### src/rtl/pc_gen.sv
// pc_gen: program-counter generator for the fetch stage.
//
// Holds the architectural fetch PC and offers it to the fetch consumer on a
// valid/ready handshake. Redirect channels are prioritised so that channel 0
// wins. Also covers a boot delay after reset or clear, halt/resume control,
// rejection of misaligned redirect targets, and a fetch counter that wraps.
//
// Optional feature: define PC_GEN_RVC_EN for compressed-instruction support.
// That adds the fetch_len16 input (step of 2 instead of 4) and relaxes the
// alignment check to target[0]==0. Without it the step is always 4 and
// targets must have target[1:0]==0.
//
// Ports:
//   clk           rising-edge clock
//   reset         asynchronous, active-high reset
//   clear         synchronous flush to RESET_VEC / BOOT
//   halt_req      request to stop fetching
//   resume        leave HALTED
//   redir_valid   per-channel redirect strobe (index 0 highest priority)
//   redir_target  channel i target in bits [i*XLEN +: XLEN]
//   fetch_ready   consumer accepts the current request
//   fetch_len16   (PC_GEN_RVC_EN only) accepted instruction is 16 bits
//   fetch_valid   fetch request valid (state == RUN)
//   fetch_pc      PC of the current request
//   misalign_err  one-cycle pulse: a misaligned redirect was rejected
//   err_addr      last rejected target
//   halted        state == HALTED
//   fetch_cnt     completed handshakes, modulo 2^CNT_W
module pc_gen #(
  parameter int               XLEN        = 32,
  parameter logic [XLEN-1:0]  RESET_VEC   = '0,
  parameter int               NUM_REDIR   = 3,
  parameter int               BOOT_CYCLES = 2,
  parameter int               CNT_W       = 32
) (
  input  logic                      clk,
  input  logic                      reset,
  input  logic                      clear,
  input  logic                      halt_req,
  input  logic                      resume,
  input  logic [NUM_REDIR-1:0]      redir_valid,
  input  logic [NUM_REDIR*XLEN-1:0] redir_target,
  input  logic                      fetch_ready,
`ifdef PC_GEN_RVC_EN
  input  logic                      fetch_len16,
`endif
  output logic                      fetch_valid,
  output logic [XLEN-1:0]           fetch_pc,
  output logic                      misalign_err,
  output logic [XLEN-1:0]           err_addr,
  output logic                      halted,
  output logic [CNT_W-1:0]          fetch_cnt
);

  localparam int BW = (BOOT_CYCLES > 1) ? $clog2(BOOT_CYCLES) : 1;
  localparam logic [BW-1:0] BOOT_LAST = BW'(BOOT_CYCLES - 1);

  typedef enum logic [1:0] {
    BOOT   = 2'd0,
    RUN    = 2'd1,
    HALTED = 2'd2
  } state_t;

  state_t            state, state_nxt;
  logic [BW-1:0]     boot_cnt, boot_cnt_nxt;
  logic [XLEN-1:0]   pc, pc_nxt;
  logic [CNT_W-1:0]  cnt, cnt_nxt;
  logic              merr, merr_nxt;
  logic [XLEN-1:0]   eaddr, eaddr_nxt;

  logic              any_redir;
  logic [XLEN-1:0]   sel_target;
  logic              sel_misaligned;
  logic              handshake;
  logic [XLEN-1:0]   step;

  // Scan from the highest index down so the lowest asserted channel is the
  // last assignment and therefore wins.
  always_comb begin
    any_redir  = 1'b0;
    sel_target = '0;
    for (int i = NUM_REDIR - 1; i >= 0; i--) begin
      if (redir_valid[i]) begin
        any_redir  = 1'b1;
        sel_target = redir_target[i*XLEN +: XLEN];
      end
    end
  end

`ifdef PC_GEN_RVC_EN
  assign sel_misaligned = any_redir && sel_target[0];
  assign step           = fetch_len16 ? XLEN'(2) : XLEN'(4);
`else
  assign sel_misaligned = any_redir && (sel_target[1:0] != 2'b00);
  assign step           = XLEN'(4);
`endif

  assign handshake = (state == RUN) && fetch_ready;

  // Next-state logic. The handshake count is independent of the priority
  // chain: any accepted request is counted unless clear wipes the counter.
  // A legal redirect freezes the FSM (including the boot counter) for that
  // cycle, so a redirect during BOOT simply stretches the boot delay.
  always_comb begin
    state_nxt    = state;
    boot_cnt_nxt = boot_cnt;
    pc_nxt       = pc;
    cnt_nxt      = cnt;
    merr_nxt     = 1'b0;
    eaddr_nxt    = eaddr;

    if (handshake) begin
      cnt_nxt = cnt + 1'b1;
    end

    if (clear) begin
      state_nxt    = BOOT;
      boot_cnt_nxt = '0;
      pc_nxt       = RESET_VEC;
      cnt_nxt      = '0;
      eaddr_nxt    = '0;
    end else if (sel_misaligned) begin
      merr_nxt  = 1'b1;
      eaddr_nxt = sel_target;
      state_nxt = HALTED;
    end else if (any_redir) begin
      pc_nxt = sel_target;
    end else begin
      if (handshake) begin
        pc_nxt = pc + step;
      end
      case (state)
        BOOT: begin
          if (boot_cnt == BOOT_LAST) begin
            state_nxt = RUN;
          end else begin
            boot_cnt_nxt = boot_cnt + 1'b1;
          end
        end
        RUN: begin
          if (halt_req) begin
            state_nxt = HALTED;
          end
        end
        HALTED: begin
          if (resume && !halt_req) begin
            state_nxt = RUN;
          end
        end
        default: state_nxt = BOOT;
      endcase
    end
  end

  always_ff @(posedge clk or posedge reset) begin
    if (reset) begin
      state    <= BOOT;
      boot_cnt <= '0;
      pc       <= RESET_VEC;
      cnt      <= '0;
      merr     <= 1'b0;
      eaddr    <= '0;
    end else begin
      state    <= state_nxt;
      boot_cnt <= boot_cnt_nxt;
      pc       <= pc_nxt;
      cnt      <= cnt_nxt;
      merr     <= merr_nxt;
      eaddr    <= eaddr_nxt;
    end
  end

  assign fetch_valid  = (state == RUN);
  assign halted       = (state == HALTED);
  assign fetch_pc     = pc;
  assign fetch_cnt    = cnt;
  assign misalign_err = merr;
  assign err_addr     = eaddr;

endmodule

### config.mk
export PLATFORM = sky130hd
export DESIGN_NAME = pc_gen
export DESIGN_NICKNAME = d
export VERILOG_FILES = /design/src/rtl/pc_gen.sv
export SDC_FILE = /design/constraint.sdc
export NUM_CORES = 1
export LEC_CHECK = 0
export BUFFER_PORTS_ARGS = -buffer_cell sky130_fd_sc_hd__buf_2
export CAP_MARGIN = 10
export CORE_UTILIZATION = 25
export CTS_CLUSTER_DIAMETER = 60
export DETAILED_ROUTE_END_ITERATION = 7
export HOLD_SLACK_MARGIN = 0.1
export SYNTH_ARGS = -nofsm -noshare
export SYNTH_HDL_FRONTEND = slang
export SYNTH_SLANG_ARGS = --single-unit
export TNS_END_PERCENT = 100
### constraint.sdc
create_clock -name clk -period 3.54 [get_ports clk]
set_clock_uncertainty 0.05 [all_clocks]
set_input_delay 0.531 -clock clk [delete_from_list [all_inputs] [get_ports clk]]
set_output_delay 0.531 -clock clk [all_outputs]
set_load 0.01 [all_outputs]
### Word-level counts from Yosys, hierarchy flattened

Cells that the tools add are included.

* flip-flop bits (word level): 100
* word-level logic and storage cells: 58

* $add $sub $neg: 3
* equal/unequal tests: 8
* muxes and demuxes: 28
* reduce and logical (&&, ||, !) cells: 13

Operators by type and width (number)
* $mux W32: 11
* $add A32 B1 Y32 const B: 1
* $add A32 B3 Y32 const B: 1
* $mux W2: 6
* $mux W1: 10
* $reduce_bool A2 Y1: 4
* $pmux W2 S3: 1
* $ne A2 B2 Y1 const B: 2
* $ne A4 B2 Y1 const B: 1
* $ne A4 B3 Y1 const B: 1
* $ne A4 B4 Y1 const B: 1
* $reduce_and A4 Y1: 1
* $logic_and A1 B1 Y1: 3
* $ne A3 B2 Y1 const B: 1
* $reduce_and A3 Y1: 1
* $reduce_bool A3 Y1: 1
* $eq A2 B1 Y1 const B: 1
* $eq A2 B2 Y1 const B: 1
* $logic_not A2 Y1: 1
* $reduce_and A2 Y1: 1
* $add A1 B1 Y1 const B: 1
* $logic_not A1 Y1: 1

### Logic depth before layout (Yosys ltp)

Gate-level depths: netlist (run 1).

* depth after elaboration: 7
* mapped depth: 8
* depth with buffers taken out: 6

### Worst setup path after synthesis (run 1)

Ideal clock, no wire load.

* path kind: register to register
* start: reg pc[2], in the netlist fetch_pc[2]
* end: reg pc[22], in the netlist fetch_pc[22]
* library setup time: 0.136 ns
* arrival time: 1.941 ns
* required time: 3.354 ns
* setup slack: 1.413 ns
* stages on the path, launching flop included: 8
* cells stage by stage: dfrtp_1 > ha_1 > nand3_2 > or4_1 > buf_2 > o31a_1 > o21ai_1 > a21oi_1

* longest elaborated chain between the ends: 5

Ends and longest elaborated chain
* start, declared: RTL line 66 `logic [XLEN-1:0] pc, pc_nxt;`
* start signal, assigned: RTL line 166 `pc <= pc_nxt;`
* $add A32 B3 Y32: RTL line 130 `pc_nxt = pc + step;`
* $mux W32: RTL line 129 `if (handshake) begin`
* $mux W32: RTL line 126 `end else if (any_redir) begin`
* $mux W32: RTL line 122 `end else if (sel_misaligned) begin`
* $mux W32: RTL line 116 `if (clear) begin`

Every way passes these cells. The select of a mux whose other input is x is not followed.
A chain may end at the register's enable or synchronous reset.

### Final worst setup path (run 1)

* start: reg pc[2], in the netlist fetch_pc[2]
* end: reg pc[28], in the netlist fetch_pc[28]

The elaborated chain is that of the path after synthesis.

==> results of run 1 <==
==> worst max-delay path: stages (launching register included) <==
cell and delay [ns]:
sky130_fd_sc_hd__dfrtp_1 0.52, sky130_fd_sc_hd__ha_1 0.26, sky130_fd_sc_hd__nand3_2 0.18, sky130_fd_sc_hd__nor4_2 0.84, sky130_fd_sc_hd__a41o_1 0.29, sky130_fd_sc_hd__a21oi_1 0.06
sky130_fd_sc_hd__a211oi_1 0.21
==> flip-flops by register name, summed over array words and instances, names as in the netlist <==
| signal | count |
|---|---|
| boot_cnt | 1 |
| err_addr | 32 |
| fetch_cnt | 32 |
| fetch_pc | 32 |
| misalign_err | 1 |
| state | 2 |
==> cells by family (layout without fill, tap and decap cells) <==
logic type | Yosys count | in the layout
AOI/OAI and AO/OA | 206 | 206
adders and majority gates | 2 | 2
DFF | 100 | 100
and+or+nand+nor | 305 | 305
xor gates and xnor gates | 31 | 31
muxes | 2 | 2
buffers and inverters | 60 | 241
==> cell usage in the layout, fill, tap and decap left out, types with 10 or more instances in the layout <==
cell type	n
sky130_fd_sc_hd__nand2_1	122
sky130_fd_sc_hd__o21ai_0	64
sky130_fd_sc_hd__buf_4	13
sky130_fd_sc_hd__nand3_1	22
sky130_fd_sc_hd__buf_2	202
sky130_fd_sc_hd__nor2_1	54
sky130_fd_sc_hd__a21oi_1	71
sky130_fd_sc_hd__nand4_1	18
sky130_fd_sc_hd__o22ai_1	11
sky130_fd_sc_hd__dfrtp_1	100
sky130_fd_sc_hd__and3_1	10
sky130_fd_sc_hd__xor2_1	24
sky130_fd_sc_hd__a22oi_1	31
sky130_fd_sc_hd__nor3_1	18
==> area by class of cell <==
| type | instances | share of cell area (%) |
|---|---|---|
| Multi-Input combinational cell | 546 | 41.32 |
| Sequential cell | 100 | 33.96 |
| Timing Repair Buffer | 216 | 15.31 |
| Tap cell | 285 | 4.839 |
| Clock buffer | 9 | 3.056 |
| Clock inverter | 7 | 1.019 |
| Inverter | 9 | 0.4924 |
==> per-layer routing <==
metal	up-vias	track usage [%]	wire length, um
met3	27	4.087	1262
met4	0	6.381	510
met1	2919	23.95	9531
met2	219	27.10	9247
met5	-	0	0
li1	2877	-	-
==> where the power goes <==
group          switching [mW]  leakage (nW)  internal, mW
registers              0.0579          1.36          1.19
logic                   0.293          1.91         0.170
clock network           0.479         0.144         0.554
total                   0.830          3.41          1.92
==> cells in the mapped netlist, drive strengths merged (6+ instances only) <==
library cell,count
nand2,122
dfrtp,100
a21oi,71
o21ai,65
nor2,55
clkbuf,44
a22oi,31
nand3,24
xor2,24
nor3,21
nand4,19
nor4,12
o22ai,11
and3,10
inv,9
nand2b,9
a31oi,8
buf,7
xnor2,7
and2,6
==> through the flow <==
step                area [sq um]  util, %  instances  hold slack, ns
finish                      7370    32.55       1172          0.2417
floorplan                   5771        -        706          0.4123
global placement            7069    31.22       1156          0.4167
global route                7370    32.55       1172          0.2765
detailed placement          7069    31.22       1156          0.4200
CTS                         7370    32.55       1172          0.2829
==> worst max-delay path by stage <==
| stage | startpoint | to | slack [ns] | depth (start not counted) |
|---|---|---|---|---|
| floorplan | reset | boot_cnt$_DFFE_PP0P_ | 0.34 | 1 |
| global placement | redir_valid[1] | err_addr[10]$_DFFE_PP0P_ | 0.98 | 7 |
| global route | fetch_pc[2]$_DFFE_PP0P_ | fetch_pc[28]$_DFFE_PP0P_ | 0.90 | 6 |
| CTS | fetch_pc[2]$_DFFE_PP0P_ | fetch_pc[26]$_DFFE_PP0P_ | 1.10 | 6 |
| detailed placement | redir_valid[1] | err_addr[11]$_DFFE_PP0P_ | 0.85 | 7 |
| finish | fetch_pc[2]$_DFFE_PP0P_ | fetch_pc[28]$_DFFE_PP0P_ | 1.04 | 6 |
==> impl_metrics.xml, run 1 <==
<?xml version="1.0" encoding="UTF-8"?>
<metrics>
  <group name="timing">
    <metric name="fin_tns_setup" unit="ns">0</metric>
    <metric name="setup_repair_after_global_routing_missed_its_margin" unit="">no</metric>
    <metric name="slew_headroom" unit="%">32.64</metric>
    <metric name="tightest_slew" unit="ns">1.002</metric>
    <metric name="final-hold-violation-count" unit="">0</metric>
    <metric name="max_freq" unit="GHz">0.3998</metric>
    <metric name="period_minus_slack" unit="ns">2.501</metric>
    <metric name="fin_ws" unit="ns">1.039</metric>
    <metric name="fin_crit_sh" unit="%">70.65</metric>
    <metric name="maxSlewViolCount" unit="">0</metric>
    <metric name="setup_violations" unit="">0</metric>
  </group>
  <group name="logic_synthesis">
    <metric name="post_synth_mux_area_share" unit="%">0.3469</metric>
    <metric name="async_reset_ff_share" unit="%">100.0</metric>
    <metric name="ys.flop_type" unit="">sky130_fd_sc_hd__dfrtp_1</metric>
    <metric name="postSynthRegisterBits" unit="">100</metric>
    <metric name="yosysWarningCount" unit="">0</metric>
    <metric name="synth_top_family_by_area" unit="">simple AND/OR/NAND/NOR gates</metric>
    <metric name="seq_total_area_yosys" unit="%">43.37</metric>
    <metric name="synth-compound-area-share" unit="%">20.92</metric>
    <metric name="synth-edff-count" unit="">0</metric>
    <metric name="synth-xor-area-share" unit="%">4.705</metric>
    <metric name="synth_top_area_share" unit="%">43.37</metric>
    <metric name="syn_area" unit="sq um">5771</metric>
    <metric name="post_synth_num_cell_types" unit="">52</metric>
    <metric name="post_synth_fa_ha_maj_area_fraction" unit="%">0.4337</metric>
    <metric name="syn_area_per_cell" unit="sq um">8.174</metric>
    <metric name="synthSimpleGateAreaFrac" unit="%">26.19</metric>
    <metric name="synth_top_area_cell" unit="">sky130_fd_sc_hd__dfrtp_1</metric>
    <metric name="postSynthCellCount" unit="">706</metric>
    <metric name="postSynthNetCount" unit="">813</metric>
    <metric name="area_contributors_post_synth" unit="">sky130_fd_sc_hd__dfrtp_1, sky130_fd_sc_hd__nand2_1, sky130_fd_sc_hd__a21oi_1</metric>
  </group>
  <group name="cells_and_area">
    <metric name="num_antenna_cells" unit="">0</metric>
    <metric name="final-seq-area" unit="sq um">2502</metric>
    <metric name="filler_cell_count" unit="">2395</metric>
    <metric name="drive_gt1_share" unit="%">28.07</metric>
    <metric name="nNetsFinal" unit="">989</metric>
    <metric name="multi_input_area" unit="sq um">3045</metric>
    <metric name="syn2layout_area_growth" unit="%">27.71</metric>
  </group>
  <group name="worst_setup_path">
    <metric name="cp_max_fo" unit="">7</metric>
    <metric name="worst_r2r_path_depth" unit="">6</metric>
    <metric name="regToRegStartpoint" unit="">fetch_pc[2]$_DFFE_PP0P_</metric>
    <metric name="r2r_end" unit="">fetch_pc[28]$_DFFE_PP0P_</metric>
    <metric name="worst-endpoint-required" unit="ns">3.77</metric>
    <metric name="rrSetupSlack" unit="ns">1.04</metric>
    <metric name="crit_type" unit="">flip-flop to flip-flop</metric>
    <metric name="endpoint_kind" unit="">flip-flop</metric>
    <metric name="worstSetupStartpointType" unit="">flip-flop</metric>
    <metric name="timing.critical_path.arrival" unit="ns">2.73</metric>
  </group>
  <group name="place">
    <metric name="dpl_worst_slack" unit="ns">0.8524</metric>
    <metric name="routabilityCongestion" unit="">0.8409</metric>
    <metric name="dpl.hpwl" unit="mm">15.07</metric>
    <metric name="place.port_buffers" unit="">203</metric>
  </group>
  <group name="routing">
    <metric name="drt_wl_total" unit="mm">20.55</metric>
    <metric name="antenna_violating_nets_post_route" unit="">0</metric>
    <metric name="detailroute.via_count" unit="">6042</metric>
    <metric name="avgViaCountPerCell" unit="">5.155</metric>
    <metric name="drt_iter0_markers" unit="">519</metric>
    <metric name="post_route_drc_violation_count" unit="">0</metric>
    <metric name="wirelength_per_cell" unit="um">17.54</metric>
    <metric name="drt_first_pass_iters" unit="">5</metric>
  </group>
  <group name="floorplan">
    <metric name="core" unit="sq um">22640</metric>
    <metric name="ioPinCount" unit="">204</metric>
    <metric name="floorplan.die_area" unit="sq um">23690</metric>
    <metric name="row_count" unit="">55</metric>
    <metric name="initial_core_util" unit="%">25.49</metric>
    <metric name="die_width" unit="um">153.9</metric>
    <metric name="die-height" unit="um">153.9</metric>
  </group>
  <group name="grt">
    <metric name="grt_first_pass_wirelength" unit="mm">32.31</metric>
    <metric name="grt_start_max_net_pins" unit="">101</metric>
    <metric name="global_route.usage.total" unit="%">17.59</metric>
    <metric name="grt_remaining_overflow" unit="">0</metric>
    <metric name="first_global_vias" unit="">5632</metric>
    <metric name="antenna_found_initial" unit="">0</metric>
  </group>
  <group name="clock_tree">
    <metric name="numCtsBuffers" unit="">9</metric>
    <metric name="clkSlewWorstSetupHoldPaths" unit="ns">0.08</metric>
    <metric name="clock_path_buffers" unit="">2</metric>
    <metric name="cts_tree" unit="">done</metric>
    <metric name="clk_latency" unit="ns">0.36</metric>
    <metric name="cts_hold_buf" unit="">0</metric>
    <metric name="post-cts-setup-buffer-count" unit="">0</metric>
    <metric name="clock_sink_count" unit="">100</metric>
    <metric name="post_cts_resized" unit="">0</metric>
    <metric name="h-tree-depth" unit="">3</metric>
    <metric name="ctsRootBufferMaster" unit="">sky130_fd_sc_hd__clkbuf_16</metric>
  </group>
  <group name="min_path">
    <metric name="min_path_type" unit="">primary input to asynchronous set/reset pin</metric>
  </group>
  <group name="power_and_ir_drop">
    <metric name="cellLeakagePower" unit="nW">3.411</metric>
    <metric name="power.ir.vdd_worst" unit="mV">0.1945</metric>
    <metric name="power_density_relative_to_cell_area" unit="nW/um^2">372.7</metric>
    <metric name="power.total" unit="mW">2.747</metric>
  </group>
  <group name="outcome">
    <metric name="result_of_the_run" unit="">complete, no violations</metric>
  </group>
  <group name="run">
    <metric name="drv_cap" unit="">0</metric>
  </group>
</metrics>
(Power assumes the default switching activity.)
==> run 2: changes to the inputs <==
--- a/config.mk
+++ b/config.mk
@@ -5,6 +5,7 @@
 export SDC_FILE = /design/constraint.sdc
 export NUM_CORES = 1
 export LEC_CHECK = 0
+export ABC_AREA = 1
 export BUFFER_PORTS_ARGS = -buffer_cell sky130_fd_sc_hd__buf_2
 export CAP_MARGIN = 10
 export CORE_UTILIZATION = 25
==> constraint.sdc (replaced) <==
create_clock -name clk -period 2.14 [get_ports clk]
set_clock_uncertainty 0.05 [all_clocks]
set_input_delay 0.321 -clock clk [delete_from_list [all_inputs] [get_ports clk]]
set_output_delay 0.321 -clock clk [all_outputs]
set_load 0.01 [all_outputs]
==> impl_metrics.xml, run 2 <==
<?xml version="1.0" encoding="UTF-8"?>
<metrics>
  <group name="outcome">
    <metric name="result_of_the_run" unit="">complete, no violations</metric>
  </group>
  <group name="routing">
    <metric name="drt_wl_total" unit="mm">23.59</metric>
    <metric name="post_route_drc_violation_count" unit="">0</metric>
    <metric name="detailroute.via_count" unit="">7084</metric>
    <metric name="wirelength_per_cell" unit="um">15.70</metric>
    <metric name="antenna_violating_nets_post_route" unit="">0</metric>
    <metric name="drt_iter0_markers" unit="">514</metric>
    <metric name="avgViaCountPerCell" unit="">4.713</metric>
    <metric name="drt_first_pass_iters" unit="">5</metric>
  </group>
  <group name="timing">
    <metric name="tightest_slew" unit="ns">0.6334</metric>
    <metric name="period_minus_slack" unit="ns">1.916</metric>
    <metric name="setup_violations" unit="">0</metric>
    <metric name="setup_repair_after_global_routing_missed_its_margin" unit="">no</metric>
    <metric name="maxSlewViolCount" unit="">0</metric>
    <metric name="final-hold-violation-count" unit="">0</metric>
    <metric name="fin_tns_setup" unit="ns">0</metric>
    <metric name="slew_headroom" unit="%">57.33</metric>
    <metric name="max_freq" unit="GHz">0.5220</metric>
    <metric name="fin_crit_sh" unit="%">89.51</metric>
  </group>
  <group name="cells_and_area">
    <metric name="nNetsFinal" unit="">1276</metric>
    <metric name="num_antenna_cells" unit="">0</metric>
    <metric name="drive_gt1_share" unit="%">22.93</metric>
    <metric name="syn2layout_area_growth" unit="%">27.54</metric>
    <metric name="final_cell_mix" unit="">sky130_fd_sc_hd__nand2_1, sky130_fd_sc_hd__buf_2, sky130_fd_sc_hd__nor2_1, sky130_fd_sc_hd__dfrtp_1, sky130_fd_sc_hd__inv_1</metric>
    <metric name="mostFrequentLayoutCell" unit="">sky130_fd_sc_hd__nand2_1</metric>
  </group>
  <group name="logic_synthesis">
    <metric name="postSynthRegisterBits" unit="">100</metric>
    <metric name="postSynthNetCount" unit="">1075</metric>
    <metric name="ys.flop_type" unit="">sky130_fd_sc_hd__dfrtp_1</metric>
    <metric name="synth-edff-count" unit="">0</metric>
    <metric name="area_contributors_post_synth" unit="">sky130_fd_sc_hd__dfrtp_1, sky130_fd_sc_hd__nand2_1, sky130_fd_sc_hd__nor2_1</metric>
    <metric name="yosysWarningCount" unit="">0</metric>
    <metric name="syn_area_per_cell" unit="sq um">6.600</metric>
    <metric name="post-synth-top-count-cell" unit="">sky130_fd_sc_hd__nand2_1</metric>
    <metric name="postSynthCellCount" unit="">968</metric>
    <metric name="synth_commonest_cells" unit="">sky130_fd_sc_hd__nand2_1, sky130_fd_sc_hd__nor2_1, sky130_fd_sc_hd__dfrtp_1</metric>
    <metric name="synth_top_area_share" unit="%">39.17</metric>
    <metric name="async_reset_ff_share" unit="%">100.0</metric>
    <metric name="syn_area" unit="sq um">6389</metric>
    <metric name="synth_top_area_cell" unit="">sky130_fd_sc_hd__dfrtp_1</metric>
    <metric name="post_synth_num_cell_types" unit="">39</metric>
    <metric name="seq_total_area_yosys" unit="%">39.17</metric>
  </group>
  <group name="worst_setup_path">
    <metric name="worstSetupEndpoint" unit="">fetch_pc[16]$_DFFE_PP0P_</metric>
    <metric name="cp_max_fo" unit="">5</metric>
    <metric name="endpoint_kind" unit="">flip-flop</metric>
    <metric name="max_stage_delay" unit="ns">0.48</metric>
    <metric name="timing.critical_path.arrival" unit="ns">2.10</metric>
    <metric name="worst_path_max_delay_cell" unit="">sky130_fd_sc_hd__dfrtp_1</metric>
    <metric name="worst-endpoint-required" unit="ns">2.32</metric>
    <metric name="worstSetupStartpointType" unit="">flip-flop</metric>
    <metric name="crit_start" unit="">fetch_pc[3]$_DFFE_PP0P_</metric>
    <metric name="rrSetupSlack" unit="ns">0.22</metric>
    <metric name="cp_cell_sequence" unit="">ha_1 -&gt; inv_1 -&gt; nor2_1 -&gt; nand2_1 -&gt; nor2_1 -&gt; nand3_1 -&gt; o21ai_0 -&gt; a21boi_1</metric>
    <metric name="most_numerous_cell_on_the_critical_path" unit="">sky130_fd_sc_hd__nor2_1</metric>
    <metric name="worst_r2r_path_depth" unit="">8</metric>
    <metric name="r2r_end" unit="">fetch_pc[16]$_DFFE_PP0P_</metric>
    <metric name="regToRegStartpoint" unit="">fetch_pc[3]$_DFFE_PP0P_</metric>
    <metric name="crit_type" unit="">flip-flop to flip-flop</metric>
  </group>
  <group name="power_and_ir_drop">
    <metric name="power_density_relative_to_cell_area" unit="nW/um^2">609.7</metric>
    <metric name="power.total" unit="mW">4.968</metric>
    <metric name="pwr-share-seq" unit="%">45.4</metric>
    <metric name="clock_power_share" unit="%">33.4</metric>
    <metric name="power.ir.vdd_worst" unit="mV">0.3355</metric>
    <metric name="power_report.internal_total" unit="mW">3.378</metric>
    <metric name="combinationalPowerShare" unit="%">21.2</metric>
    <metric name="netSwitchingPower" unit="mW">1.590</metric>
    <metric name="cellLeakagePower" unit="nW">3.977</metric>
    <metric name="p_sw_share" unit="%">32.00</metric>
  </group>
  <group name="floorplan">
    <metric name="ioPinCount" unit="">204</metric>
    <metric name="die_width" unit="um">161.9</metric>
    <metric name="die-height" unit="um">161.9</metric>
    <metric name="row_count" unit="">58</metric>
    <metric name="core" unit="sq um">25110</metric>
    <metric name="floorplan.die_area" unit="sq um">26200</metric>
    <metric name="initial_core_util" unit="%">25.44</metric>
  </group>
  <group name="clock_tree">
    <metric name="post_cts_resized" unit="">0</metric>
    <metric name="clk_latency" unit="ns">0.36</metric>
    <metric name="clock_path_buffers" unit="">2</metric>
    <metric name="cts_tree" unit="">done</metric>
    <metric name="post-cts-setup-buffer-count" unit="">0</metric>
    <metric name="numCtsBuffers" unit="">9</metric>
    <metric name="h-tree-depth" unit="">3</metric>
    <metric name="ctsRootBufferMaster" unit="">sky130_fd_sc_hd__clkbuf_16</metric>
    <metric name="clock_sink_count" unit="">100</metric>
    <metric name="clkSlewWorstSetupHoldPaths" unit="ns">0.07</metric>
    <metric name="cts_hold_buf" unit="">1</metric>
  </group>
  <group name="place">
    <metric name="routabilityCongestion" unit="">0.9506</metric>
    <metric name="place.port_buffers" unit="">203</metric>
    <metric name="dpl.hpwl" unit="mm">18.50</metric>
  </group>
  <group name="grt">
    <metric name="grt_start_max_net_pins" unit="">36</metric>
    <metric name="grt_first_pass_wirelength" unit="mm">36.90</metric>
    <metric name="first_global_vias" unit="">6547</metric>
    <metric name="antenna_found_initial" unit="">0</metric>
    <metric name="grt_remaining_overflow" unit="">0</metric>
    <metric name="global_route.usage.total" unit="%">18.35</metric>
  </group>
  <group name="min_path">
    <metric name="min_path_type" unit="">primary input to flip-flop</metric>
  </group>
  <group name="run">
    <metric name="drv_cap" unit="">0</metric>
  </group>
</metrics>
-- run 2: kinds of logic after synthesis --
kind of cell               share of synthesized area, %
and+or+nand+nor                                   37.92
AOI/OAI and AO/OA                                 14.22
buffers and inverters                             7.893
DFF                                               39.17
xor gates and xnor gates                         0.4114
adders and majority gates                        0.3916
-- run 2: layer usage --
layer  wire length (um)  global-route usage, %  vias up
met5                  0                      0        -
met4                317                  3.902        0
met3               1366                  3.473       22
met2              11140                  30.28      243
met1              10770                  24.79     3308
li1                   -                      -     3511
-- run 2: layout make-up --
cell class              instances  area (sq um)
inverters                      82         314.1
well taps                     330         412.9
clock inverters                 2         35.03
multi-input cells             752          3382
fillers                      2866         16960
clock buffers                  13         250.2
repair buffers                224          1251
flip-flops and latches        100          2502
-- run 2: stage by stage --
step	area (sq um)	instances	setup WS (ns)	utilization [%]	hold slack (ns)
floorplan	6392	968	0.5384	-	0.4164
global placement	7853	1487	0.2671	31.27	0.3808
detailed placement	7853	1487	0.2363	31.27	0.3811
CTS	8148	1503	0.2084	32.45	0.2560
global route	8148	1503	0.005449	32.45	0.2915
finish	8148	1503	0.2244	32.45	0.2690
-- run 2: power groups by stage --
stage / Sequential [mW] / Combinational [mW] / Clock (mW)
2_1_floorplan: 2.29 / 0.525 / 0
3_3_place_gp: 2.28 / 1.06 / 0
3_5_place_dp: 2.28 / 1.07 / 0
4_1_cts: 2.25 / 1.07 / 1.73
5_1_grt: 2.28 / 1.19 / 1.79
6_report: 2.25 / 1.06 / 1.66
-- run 2: worst max-delay path, delay by kind of cell, from the launching register on --
family,cells,cell delay [ns]
buffers and inverters,1,0.07
AO/OA/AOI/OAI,2,0.26
AND/OR/NAND/NOR,4,0.68
adder cells (fa/ha/maj),1,0.27
flip-flops,1,0.48
-- run 2: worst min-delay path by stage --
stage,start,endpoint,slack (ns),cells after the start
final,redir_target[9],err_addr[9]$_DFFE_PP0P_,0.27,3
after global routing,redir_target[17],err_addr[17]$_DFFE_PP0P_,0.29,3
after floorplan,boot_cnt$_DFFE_PP0P_,boot_cnt$_DFFE_PP0P_,0.42,2
after global placement,reset,fetch_cnt[5]$_DFFE_PP0P_,0.38,2
after CTS,redir_target[23],err_addr[23]$_DFFE_PP0P_,0.26,3
after detailed placement,reset,fetch_cnt[5]$_DFFE_PP0P_,0.38,2
